`config.mk`:
```
export PLATFORM = sky130hd
export DESIGN_NAME = spi_slave
export DESIGN_NICKNAME = d
export VERILOG_FILES = /design/src/rtl/spi_pkg.sv /design/src/rtl/spi_sync_edge.sv /design/src/rtl/spi_slave.sv
export SDC_FILE = /design/constraint.sdc
export NUM_CORES = 1
export LEC_CHECK = 0
export ABC_AREA = 1
export CAP_MARGIN = 40
export CORE_ASPECT_RATIO = 0.7
export CORE_MARGIN = 2
export CORE_UTILIZATION = 54
export CTS_CLUSTER_DIAMETER = 60
export CTS_CLUSTER_SIZE = 12
export DETAILED_ROUTE_END_ITERATION = 12
export PLACE_DENSITY = 0.79
export SLEW_MARGIN = 15
export SYNTH_ARGS = -nofsm -noshare
export SYNTH_HDL_FRONTEND = slang
export SYNTH_SLANG_ARGS = --single-unit
```
`constraint.sdc`:
```
create_clock -name clk -period 5.15 [get_ports clk]
set_input_delay 1.2875 -clock clk [delete_from_list [all_inputs] [get_ports clk]]
set_output_delay 1.2875 -clock clk [all_outputs]
set_load 0.02 [all_outputs]
```
`src/rtl/spi_pkg.sv`:
```
// Shared constants and helpers for the oversampled SPI target.
package spi_pkg;

   localparam logic [0:0] STATE_IDLE  = 1'b0;
   localparam logic [0:0] STATE_SHIFT = 1'b1;

   localparam int unsigned SPI_MAX_DATALENGTH = 32;

   // Bit counter must hold values 0..data_length.
   function automatic int unsigned cnt_width(input int unsigned data_length);
      return $clog2(data_length + 1);
   endfunction

endpackage

```
`src/rtl/spi_sync_edge.sv`:
```
// Multi-flop synchroniser plus history flop; emits registered level and edge strobes.
module spi_sync_edge #(
   parameter int unsigned SYNC_STAGES = 2,
   parameter logic        RESET_VALUE = 1'b0
) (
   input  logic clk,
   input  logic rst,
   input  logic pin,
   output logic level,
   output logic rise,
   output logic fall
);

   logic [SYNC_STAGES-1:0] sync;

   // level is the history flop; strobes compare it against the last sync stage
   always_ff @(posedge clk or posedge rst) begin
      if (rst) begin
         sync  <= {SYNC_STAGES{RESET_VALUE}};
         level <= RESET_VALUE;
         rise  <= 1'b0;
         fall  <= 1'b0;
      end else begin
         sync  <= {sync[SYNC_STAGES-2:0], pin};
         level <= sync[SYNC_STAGES-1];
         rise  <= sync[SYNC_STAGES-1] & ~level;
         fall  <= ~sync[SYNC_STAGES-1] & level;
      end
   end

endmodule

```
`src/rtl/spi_slave.sv`:
```
// SPI mode-0 target, MSB first, oversampled in the clk domain; one parallel word per SPI word.
module spi_slave
   import spi_pkg::*;
#(
   parameter int unsigned SPI_DATALENGTH = 32,
   parameter int unsigned SYNC_STAGES    = 2
) (
   input  logic        clk,
   input  logic        rst,
   input  logic        SPI_SCLK,
   input  logic        SPI_CS,
   input  logic        SPI_MOSI,
   output logic        SPI_MISO,
   output logic        SPI_MISO_OE,
   input  logic [31:0] sendData,
   output logic [31:0] recvData,
   output logic        recvValid,
   output logic        frameAbort
);

   localparam int unsigned WORD_W = SPI_MAX_DATALENGTH;
   localparam int unsigned CW     = cnt_width(SPI_DATALENGTH);
   localparam int unsigned ALIGN  = WORD_W - SPI_DATALENGTH;
   localparam logic [WORD_W-1:0] DATA_MASK =
      WORD_W'((64'(1) << SPI_DATALENGTH) - 64'(1));

   logic sclk_rise, sclk_fall, sclk_level_unused;
   logic cs_rise, cs_fall, cs_level_unused;
   logic mosi_level, mosi_rise_unused, mosi_fall_unused;

   spi_sync_edge #(.SYNC_STAGES(SYNC_STAGES), .RESET_VALUE(1'b0)) u_sclk (
      .clk(clk), .rst(rst), .pin(SPI_SCLK),
      .level(sclk_level_unused), .rise(sclk_rise), .fall(sclk_fall));

   spi_sync_edge #(.SYNC_STAGES(SYNC_STAGES), .RESET_VALUE(1'b1)) u_cs (
      .clk(clk), .rst(rst), .pin(SPI_CS),
      .level(cs_level_unused), .rise(cs_rise), .fall(cs_fall));

   spi_sync_edge #(.SYNC_STAGES(SYNC_STAGES), .RESET_VALUE(1'b0)) u_mosi (
      .clk(clk), .rst(rst), .pin(SPI_MOSI),
      .level(mosi_level), .rise(mosi_rise_unused), .fall(mosi_fall_unused));

   logic [0:0]        state, state_nxt;
   logic [WORD_W-1:0] tx_shift, tx_nxt;
   logic [WORD_W-1:0] rx_shift, rx_nxt;
   logic [CW-1:0]     bit_cnt, cnt_nxt;
   logic              reload, reload_nxt;
   logic              miso_nxt, oe_nxt, valid_nxt, abort_nxt;
   logic [WORD_W-1:0] recv_nxt;
   logic [WORD_W-1:0] send_aligned_c;

   // Response word left-aligned so the MSB of the active width sits at bit 31
   assign send_aligned_c = (sendData & DATA_MASK) << ALIGN;

   always_comb begin
      state_nxt  = state;
      tx_nxt     = tx_shift;
      rx_nxt     = rx_shift;
      cnt_nxt    = bit_cnt;
      reload_nxt = reload;
      miso_nxt   = SPI_MISO;
      oe_nxt     = SPI_MISO_OE;
      recv_nxt   = recvData;
      valid_nxt  = 1'b0;
      abort_nxt  = 1'b0;
      case (state)
         STATE_IDLE: begin
            miso_nxt = 1'b0;
            oe_nxt   = 1'b0;
            if (cs_fall) begin
               tx_nxt     = send_aligned_c;
               miso_nxt   = send_aligned_c[WORD_W-1];
               oe_nxt     = 1'b1;
               cnt_nxt    = '0;
               reload_nxt = 1'b0;
               state_nxt  = STATE_SHIFT;
            end
         end
         STATE_SHIFT: begin
            // Deselect wins over any SCLK edge seen in the same cycle
            if (cs_rise) begin
               state_nxt = STATE_IDLE;
               oe_nxt    = 1'b0;
               miso_nxt  = 1'b0;
               abort_nxt = (bit_cnt != '0);
               cnt_nxt   = '0;
            end else if (sclk_rise) begin
               rx_nxt = {rx_shift[WORD_W-2:0], mosi_level};
               if (bit_cnt == CW'(SPI_DATALENGTH - 1)) begin
                  recv_nxt   = rx_nxt & DATA_MASK;
                  valid_nxt  = 1'b1;
                  cnt_nxt    = '0;
                  reload_nxt = 1'b1;
               end else begin
                  cnt_nxt = bit_cnt + CW'(1);
               end
            end else if (sclk_fall) begin
               if (reload) begin
                  tx_nxt     = send_aligned_c;
                  reload_nxt = 1'b0;
               end else begin
                  tx_nxt = tx_shift << 1;
               end
               miso_nxt = tx_nxt[WORD_W-1];
            end
         end
         default: state_nxt = STATE_IDLE;
      endcase
   end

   always_ff @(posedge clk or posedge rst) begin
      if (rst) begin
         state       <= STATE_IDLE;
         tx_shift    <= '0;
         rx_shift    <= '0;
         bit_cnt     <= '0;
         reload      <= 1'b0;
         SPI_MISO    <= 1'b0;
         SPI_MISO_OE <= 1'b0;
         recvData    <= '0;
         recvValid   <= 1'b0;
         frameAbort  <= 1'b0;
      end else begin
         state       <= state_nxt;
         tx_shift    <= tx_nxt;
         rx_shift    <= rx_nxt;
         bit_cnt     <= cnt_nxt;
         reload      <= reload_nxt;
         SPI_MISO    <= miso_nxt;
         SPI_MISO_OE <= oe_nxt;
         recvData    <= recv_nxt;
         recvValid   <= valid_nxt;
         frameAbort  <= abort_nxt;
      end
   end

endmodule

```
**Word level (Yosys, flattened, before mapping)**

Index checks and enable logic that the tools add are counted.

- Bits of input ports: 37
- Logic and storage cells: 82
- Output and inout port bits: 36
- Flip-flop bits (word level): 119

- Reduce and logical (&&, ||, !) cells: 7
- Bitwise gates (word level): 10
- Equal/unequal tests: 11
- Add/subtract/negate cells: 1
- Mux-type cells: 33

Operators by type and width:

| cell | count |
|---|---|
| 31-bit 2-to-1 mux | 4 |
| 31-bit case mux with 2 select lines | 1 |
| 32-bit 2-to-1 mux | 1 |
| 6-bit 2-to-1 mux | 4 |
| 1-bit 2-to-1 mux | 18 |
| 6-bit case mux with 2 select lines | 1 |
| 4-bit AND reduction | 3 |
| 3-bit by 1-bit != test with 1-bit output, second input constant | 3 |
| 1-bit case mux with 2 select lines | 4 |
| 6-bit by 1-bit adder with 6-bit output, second input constant | 1 |
| 6-bit by 5-bit equality test with 1-bit output, second input constant | 1 |
| 2-bit by 1-bit != test with 1-bit output, second input constant | 3 |
| 1-bit NOT | 6 |
| 6-bit nonzero test | 1 |
| 1-bit bitwise AND | 4 |
| 2-bit != test, second input constant | 2 |
| 2-bit AND reduction | 2 |
| 3-bit by 2-bit != test with 1-bit output, second input constant | 1 |
| 3-bit != test, second input constant | 1 |
| 3-bit AND reduction | 1 |

**Logic depth before layout (Yosys ltp)**

Gate-level depths: netlist (run 1).

- Depth after elaboration: 5
- Mapped depth: 8
- Gate-level depth less buffers: 8

**Modules after synthesis**

From an unflattened synthesis (run 1), not the netlist that was laid out.

- Cell total of the unflattened synthesis: 550
- Area, all modules: 5231.3 um2

Modules (own cells, without submodules):

| module | times used | sequential area each (um2) | area each (um2) | cells an instance |
|---|---|---|---|---|
| spi_slave | 1 | 2652.5 | 4795.8 | 520 |
| spi_sync_edge at u_mosi ... | 2 | 125.1 | 143.9 | 10 |
| spi_sync_edge at u_cs | 1 | 128.9 | 147.6 | 10 |

**Worst setup path after synthesis (run 1)**

OpenSTA, ideal clock, no wires.

- Path type: register -> output
- Start point: register SPI_MISO
- End point: output SPI_MISO
- Data required time: 3.863 ns
- Buffers on the path: 0
- Arrival: 0.425 ns
- Path slack: 3.437 ns
- Cell stages (with the launch flop): 1
- Cells stage by stage: dfrtp_1

RTL lines:

| element | line | source |
|---|---|---|
| start, declared | spi_slave.sv:13 | `output logic SPI_MISO,` |
| start signal, assigned | spi_slave.sv:129 | `SPI_MISO <= miso_nxt;` |

No word-level cell between the ends.

**Final worst setup path (run 1)**

- Start point: register recvData[22]
- End point: output recvData[22]

RTL lines:

| element | line | source |
|---|---|---|
| start, declared | spi_slave.sv:16 | `output logic [31:0] recvData,` |
| start signal, assigned | spi_slave.sv:131 | `recvData <= recv_nxt;` |

No word-level cell between the ends.

==> flow_summary.rst, run 1 <==
.. list-table::
   :header-rows: 1

   * - Metric
     - Value
   * - Non-filler instance count after layout
     - 753
   * - Share of the synthesized area in the top cell type
     - 0.576
   * - Sequential-to-total area share from yosys stat
     - 0.591
   * - Number of cells on the worst hold path
     - 0
   * - Routability-driven placement congestion ratio
     - about 0.75
   * - Worst Path Required
     - approximately 3.9 ns
   * - Leakage dissipation
     - between 3 and 4 nW
   * - Maximum number of pins on one net before global-route repair
     - 65
   * - Number of design rule violations left after detail routing
     - 0
   * - Most frequent cell after synthesis
     - sky130_fd_sc_hd__nand2_1
   * - Setup Buffers After CTS
     - 0
   * - Number of cells after detailed placement
     - about 720
   * - Clock root buffer
     - sky130_fd_sc_hd__clkbuf_16
   * - Crit path buf inv count
     - 1
   * - Non-Filler Cell Area, Final
     - between 6000 and 7000 sq um
   * - Peak Freq
     - about 0.37 GHz
   * - Share of layout cells above drive strength 1
     - 0.132
   * - Logic depth of the worst register-to-register path
     - 5
   * - Clock tree sinks
     - approximately 120
   * - Via count of the first global-routing pass
     - 3645
   * - Total Die Area
     - between 10000 and 15000 sq um
   * - Maximum level of the CTS H-tree
     - 4
   * - FILL cells
     - about 650
   * - Hold-fix buffer count after cts
     - 0
   * - Clock edge transition at the registers on the reported setup and hold paths
     - about 0.050 ns
   * - Width of the die
     - ~120 microns
   * - Total number of vias
     - 3667
   * - Final antenna diode count
     - 0
   * - CTS Buffer Depth
     - 2
   * - Post-synthesis cell type count
     - 24
   * - Maximum Capacitance Violations
     - 0
   * - Post-synthesis net count
     - between 500 and 600
   * - Top cells by area in the synthesized netlist
     - sky130_fd_sc_hd__dfrtp_1 58%, sky130_fd_sc_hd__nand2_1 12%, sky130_fd_sc_hd__o21ai_0 6.3%
   * - Clock latency on the worst-skew pair
     - about 0.4 ns
   * - Overflow left after global routing
     - 0
   * - Post-Route WL
     - 9.64 mm
   * - Footprint of the multi-input gates
     - about 1600 sq um
   * - Final period utilization
     - 0.522
   * - Stage delay of the slowest cell on the critical path
     - around 0.63 ns
   * - Port buffer count
     - 72
   * - Cell area after placement
     - slightly below 6000 sq um
   * - Number of vias per cell
     - approximately 4.9
   * - Startpoint types
     - flop
   * - Slew at the pin with the worst max-slew slack
     - ~0.7 ns
   * - Effective utilization at floorplan
     - 0.556
   * - Post-Route Hold Slack
     - 0.342 ns
   * - Synth warnings
     - 0
   * - Number of max-slew violations in the final report
     - 0
   * - Total of endpoints with negative setup slack in the final report
     - 0
   * - Synth cell count leaders
     - 155 x sky130_fd_sc_hd__nand2_1, 116 x sky130_fd_sc_hd__dfrtp_1, 83 x sky130_fd_sc_hd__inv_1
   * - Overall track demand over capacity in global routing
     - 0.209
   * - Run status
     - finished, final reports clean
   * - Largest area contributor in the netlist
     - sky130_fd_sc_hd__dfrtp_1
   * - Share of flip-flops with an asynchronous set or reset after synthesis
     - 1.00
   * - Clock Skew
     - between 0.01 and 0.015 ns
   * - Data arrival time of the critical path
     - between 1 and 1.5 ns
   * - Primary FF master, synth
     - sky130_fd_sc_hd__dfrtp_1
   * - Hold Crit Class
     - flop to flop
   * - Flop and latch count out of synthesis
     - roughly 120
   * - Number of top-level pins
     - 73
   * - Max IR drop VDD
     - around 230 uV
   * - Area of the mapped netlist
     - 5040 sq um
   * - Tightest slew margin relative to the limit
     - 0.543
   * - Layout net count
     - 655
   * - Placeable core region
     - 9070 sq um
   * - TritonCTS clock tree
     - built
   * - Antenna Violating Nets Remaining
     - 0
   * - Post-synth EDFFs
     - 0
   * - CTS Buf Count
     - 17
   * - WS Path Type
     - flop to output pin
   * - Slowest library cell on the worst path
     - sky130_fd_sc_hd__clkdlybuf4s50_1
   * - R2r setup slk
     - 2.97 ns
   * - Stages on worst setup path
     - 1
   * - Final Hold Viols
     - 0
   * - HPWL after DPL
     - ~5.9 mm
   * - Count of cells resized by post-cts repair
     - 0
   * - Die H
     - 84.9 microns
   * - Site Rows
     - 29
   * - Initial antenna violation count
     - 0
   * - Number of optimization iterations in the first detailed-route pass
     - 4
   * - Register area
     - roughly 3000 sq um
   * - Power per standard cell area
     - ~450 nW/um^2
   * - Minimum period implied by the final worst setup slack
     - between 2 and 3 ns
   * - Unrepaired setup endpoints after global routing
     - false
   * - Post-Syn Area per Cell
     - 9.25 sq um
   * - CP delay by family, top
     - buffers and inverters
   * - Detailed Route Iter0 Violations
     - 280
   * - Nature of the critical path endpoint
     - output pin
   * - First-pass GRT wire length
     - about 17 mm
   * - Total power of the final layout
     - just under 3 mW
   * - CP Cell Sequence
     - clkdlybuf4s50_1
   * - Mapped Cells
     - ~550
   * - Critical Path Fanout Max
     - 2
   * - Area added between synthesis and finish
     - 28.3%
   * - Post-route setup TNS
     - 0 ns
   * - Wire per inst
     - ~13 microns
==> state kept, by name, indices dropped and copies added (netlist names), 2 cells and up <==
register,cells
tx_shift,31
u_sclk.sync,2
bit_cnt,6
rx_shift,31
u_mosi.sync,2
recvData,32
u_cs.sync,2
==> stage by stage <==
step	setup WS, ns	util
2_1_floorplan	0.710	-
3_3_place_gp	2.19	0.637
3_5_place_dp	2.56	0.641
4_1_cts	2.44	0.714
5_1_grt	2.41	0.714
6_report	2.46	0.714
==> power by group <==
part | switching [mW] | total (mW) | internal (mW)
sequential | 0.0595 | 1.15 | 1.09
combinational | 0.303 | 0.495 | 0.192
clock | 0.408 | 1.29 | 0.883
==> cells by family after synthesis <==
family,count (synthesis),share of synthesized area
AND/OR/NAND/NOR,185,0.154
flip-flops,119,0.591
buffers and inverters,109,0.0950
adder cells (fa/ha/maj),2,0.00496
AO/OA/AOI/OAI,130,0.155
==> layout by cell type (no fill, tap or decap), types with 5 or more instances in the layout <==
cell | synthesis | layout
sky130_fd_sc_hd__o21ai_0 | 63 | 63
sky130_fd_sc_hd__nand2_1 | 155 | 155
sky130_fd_sc_hd__o21ai_1 | 32 | 32
sky130_fd_sc_hd__nand3_1 | 9 | 9
sky130_fd_sc_hd__nor2_1 | 11 | 11
sky130_fd_sc_hd__dfrtp_1 | 116 | 116
sky130_fd_sc_hd__inv_1 | 83 | 82
sky130_fd_sc_hd__bufinv_16 | 0 | 5
sky130_fd_sc_hd__clkbuf_16 | 0 | 17
sky130_fd_sc_hd__clkdlybuf4s50_1 | 0 | 72
sky130_fd_sc_hd__o21ai_2 | 31 | 31
==> metal layers <==
layer  share of wire  track usage  vias to the layer above
li1                -            -                     1849
met4          0.0091       0.0695                        0
met3           0.055       0.0605                        8
met5               0            0                        -
met2            0.45        0.323                       90
met1            0.48        0.290                     1720
==> layout make-up <==
| class | count | share of cell area |
|---|---|---|
| multi-input cells | 317 | 0.245 |
| well taps | 124 | 0.0240 |
| clock buffers | 20 | 0.0706 |
| inverters | 85 | 0.0497 |
| repair buffers | 76 | 0.120 |
| flip-flops and latches | 119 | 0.461 |
| clock inverters | 12 | 0.0307 |
==> final timing paths <==
kind,endpoint,from
worst max-delay path,recvData[22],recvData[22]$_DFFE_PP0P_
worst min-delay path,u_mosi.level$_DFF_PP0_,u_mosi.sync[1]$_DFF_PP0_
worst max register to register,recvData[31]$_DFFE_PP0P_,state$_DFF_PP0_
worst min register to register,u_mosi.level$_DFF_PP0_,u_mosi.sync[1]$_DFF_PP0_
max in group asynchronous,tx_shift[23]$_DFFE_PP0P_,rst
min in group asynchronous,SPI_MISO_OE$_DFFE_PP0N_,rst
Power figures use the tool's default switching activity.
==> run 2: changes to the inputs <==
- CORE_UTILIZATION: 54 -> 49
- PLACE_DENSITY: 0.79 -> 0.76
- clock period: 5.15 -> 2.35 ns (I/O delays scaled with it)
==> run 2 against run 1 <==
  * Total power up 100%
  * Register-to-register slack lost 2.4 ns
  * Die area up 9.8%
  * Clock-buffer cell count unchanged
  * Largest cell class unchanged
  * Non-clock buffer count increased by 1
  * Flip-flop and latch count did not move
  * Clock power is 87% higher
  * Hold slack better by 0.010 ns
  * Wire length fell by 2.1%
  * Worst setup slack got worse by 2.1 ns
  * Cell count increased by 0.66%
  * Via count is 1.7% lower
==> flow_summary.rst, run 2 (same netlist as run 1, synthesis figures left out) <==
.. list-table::
   :header-rows: 1

   * - Metric
     - Value
   * - Run status
     - finished, final reports clean
   * - WS Path Type
     - flop to output pin
   * - Effective utilization at floorplan
     - 0.513 (-0.0432)
   * - Overall track demand over capacity in global routing
     - 0.184 (-0.0248)
   * - Area added between synthesis and finish
     - 26.7%
   * - Maximum level of the CTS H-tree
     - 4 (unchanged)
   * - Maximum number of pins on one net before global-route repair
     - 120 (+85%)
   * - Placeable core region
     - 9830 sq um (+8.4%)
   * - FILL cells
     - 807 (+23%)
   * - Max IR drop VDD
     - 421 uV (+79%)
   * - Stage delay of the slowest cell on the critical path
     - 0.63 ns (about the same)
   * - Register containing the most flip-flops in the final layout
     - recvData
   * - Antenna Violating Nets Remaining
     - 0 (unchanged)
   * - Slew at the pin with the worst max-slew slack
     - 0.631 ns (-0.0549 ns)
   * - Number of max-slew violations in the final report
     - 0 (unchanged)
   * - Hold Crit Class
     - flop to flop
   * - Total of endpoints with negative setup slack in the final report
     - 0 (unchanged)
   * - Layout net count
     - 656 (+0.15%)
   * - Overflow left after global routing
     - 0 (unchanged)
   * - Final Hold Viols
     - 0 (unchanged)
   * - CTS Buffer Depth
     - 2 (unchanged)
   * - Clock root buffer
     - sky130_fd_sc_hd__clkbuf_16
   * - Final period utilization
     - 0.849
   * - CP delay by family, top
     - buffers and inverters
   * - Clock Skew
     - 0.00683 ns (-0.00642 ns)
   * - Width of the die
     - 125 microns (+4.8%)
   * - Site Rows
     - 30 (+3.4%)
   * - Leading registers by flop count
     - recvData x32, rx_shift x31, tx_shift x31
   * - First-pass GRT wire length
     - 16.4 mm (-2.5%)
   * - Clock latency on the worst-skew pair
     - 0.41 ns (about the same)
   * - Clock tree sinks
     - 119 (unchanged)
   * - CTS Buf Count
     - 17 (unchanged)
   * - Initial antenna violation count
     - 0 (unchanged)
   * - Minimum period implied by the final worst setup slack
     - between 1.5 and 2 ns
   * - Tightest slew margin relative to the limit
     - 0.579 (+0.0366)
   * - Post-Route WL
     - 9.44 mm (-2.1%)
   * - Number of flip-flops under the largest register name
     - 32 (unchanged)
   * - Data arrival time of the critical path
     - 1.41 ns (about the same)
   * - Setup Buffers After CTS
     - 0 (unchanged)
   * - Startpoint types
     - flop
   * - Crit path buf inv count
     - 1 (unchanged)
   * - Final antenna diode count
     - 0 (unchanged)
   * - Die H
     - 88.9 microns (+4.7%)
   * - Via count of the first global-routing pass
     - 3655 (+0.27%)
   * - Maximum Capacitance Violations
     - 0 (unchanged)
   * - Most common cell after layout, fill and taps aside
     - sky130_fd_sc_hd__nand2_1
   * - Port buffer count
     - 72 (unchanged)
   * - Number of top-level pins
     - 73 (unchanged)
   * - Total number of vias
     - 3603 (-1.7%)
   * - Count of cells resized by post-cts repair
     - 0 (unchanged)
   * - Unrepaired setup endpoints after global routing
     - false
   * - Share of layout cells above drive strength 1
     - 0.133 (+0.00138)
   * - Non-filler instance count after layout
     - 758 (+0.66%)
   * - Number of vias per cell
     - 4.75 (-2.4%)
   * - Clock edge transition at the registers on the reported setup and hold paths
     - 0.06 ns (about the same)
   * - Peak Freq
     - around 0.5 GHz
   * - Nature of the critical path endpoint
     - output pin
   * - Critical Path Fanout Max
     - 2 (unchanged)
   * - Slowest library cell on the worst path
     - sky130_fd_sc_hd__clkdlybuf4s50_1
   * - HPWL after DPL
     - 5.84 mm (-1.3%)
   * - Post-layout util
     - 0.650 (-0.0638)
   * - CP Cell Sequence
     - clkdlybuf4s50_1
   * - Top library cells by usage in the layout, fill and taps aside
     - 155 x sky130_fd_sc_hd__nand2_1, 116 x sky130_fd_sc_hd__dfrtp_1, 82 x sky130_fd_sc_hd__inv_1, 72 x sky130_fd_sc_hd__clkdlybuf4s50_1, 63 x sky130_fd_sc_hd__o21ai_0
   * - Number of optimization iterations in the first detailed-route pass
     - 4 (unchanged)
   * - Leakage dissipation
     - 2.95 nW (-1.7%)
   * - Number of cells after detailed placement
     - 726 (+0.69%)
   * - Wire per inst
     - 12.5 microns (-2.7%)
   * - Worst Path Required
     - 1.76 ns (-2.10 ns)
   * - TritonCTS clock tree
     - built
   * - Hold-fix buffer count after cts
     - 0 (unchanged)
   * - Routability-driven placement congestion ratio
     - 0.780 (+3.6%)
   * - Total Die Area
     - 11100 sq um (+9.8%)
   * - Detailed Route Iter0 Violations
     - 198 (-29%)
   * - Post-route setup TNS
     - 0 ns (unchanged)
   * - Total power of the final layout
     - 5.99 mW (+100%)
   * - Power per standard cell area
     - 938 nW/um^2 (+110%)
   * - Number of design rule violations left after detail routing
     - 0 (unchanged)
==> run 2: cell types whose count changed in the layout (fill, tap and decap cells not counted) <==
cell | before | now
sky130_fd_sc_hd__inv_6 | 0 | 1
sky130_fd_sc_hd__clkinvlp_4 | 1 | 5
sky130_fd_sc_hd__clkinv_2 | 3 | 5
sky130_fd_sc_hd__inv_4 | 1 | 0
sky130_fd_sc_hd__bufinv_16 | 5 | 1
sky130_fd_sc_hd__clkinv_4 | 3 | 1
sky130_fd_sc_hd__buf_4 | 2 | 3
==> run 2: power by group <==
part	switching, mW	total [mW]	internal, mW
clock	0.909	2.41	1.50
sequential	0.119	2.51	2.39
combinational	0.647	1.07	0.424
==> run 2: final cells by class <==
type | instances | area, sq um | share of cell area
clock buffers | 20 | 457 | 0.0715
multi-input cells | 317 | 1580 | 0.248
flip-flops and latches | 119 | 2980 | 0.467
well taps | 128 | 160 | 0.0251
clock inverters | 12 | 103 | 0.0161
inverters | 85 | 323 | 0.0505
repair buffers | 77 | 783 | 0.123
==> run 2: layer usage <==
layer	up-vias	GRT usage	part of all wire
li1	1838	-	-
met1	1676	0.248	0.50
met2	72	0.287	0.44
met3	17	0.0472	0.042
met4	0	0.0879	0.019
met5	-	0	0
==> run 2: final timing paths <==
path	startpoint	cells past startpoint	to	slack [ns]
worst max-delay path	recvData[21]$_DFFE_PP0P_	1	recvData[21]	0.35
worst min-delay path	u_mosi.sync[1]$_DFF_PP0_	0	u_mosi.level$_DFF_PP0_	0.35
worst max register to register	bit_cnt[1]$_DFFE_PP0P_	6	recvData[9]$_DFFE_PP0P_	0.56
worst min register to register	u_mosi.sync[1]$_DFF_PP0_	0	u_mosi.level$_DFF_PP0_	0.35
max in group asynchronous	rst	3	tx_shift[27]$_DFFE_PP0P_	1.19
min in group asynchronous	rst	3	bit_cnt[3]$_DFFE_PP0P_	0.70
==> run 2: through the flow <==
stage / cell area, sq um / hold slack [ns] / worst slack, ns
5_1_grt: 6390 / 0.358 / 0.304
6_report: 6390 / 0.352 / 0.354
4_1_cts: 6390 / 0.350 / 0.326
3_3_place_gp: 5830 / 0.336 / 0.675
3_5_place_dp: 5830 / 0.335 / 0.560
2_1_floorplan: 5050 / 0.331 / 0.310
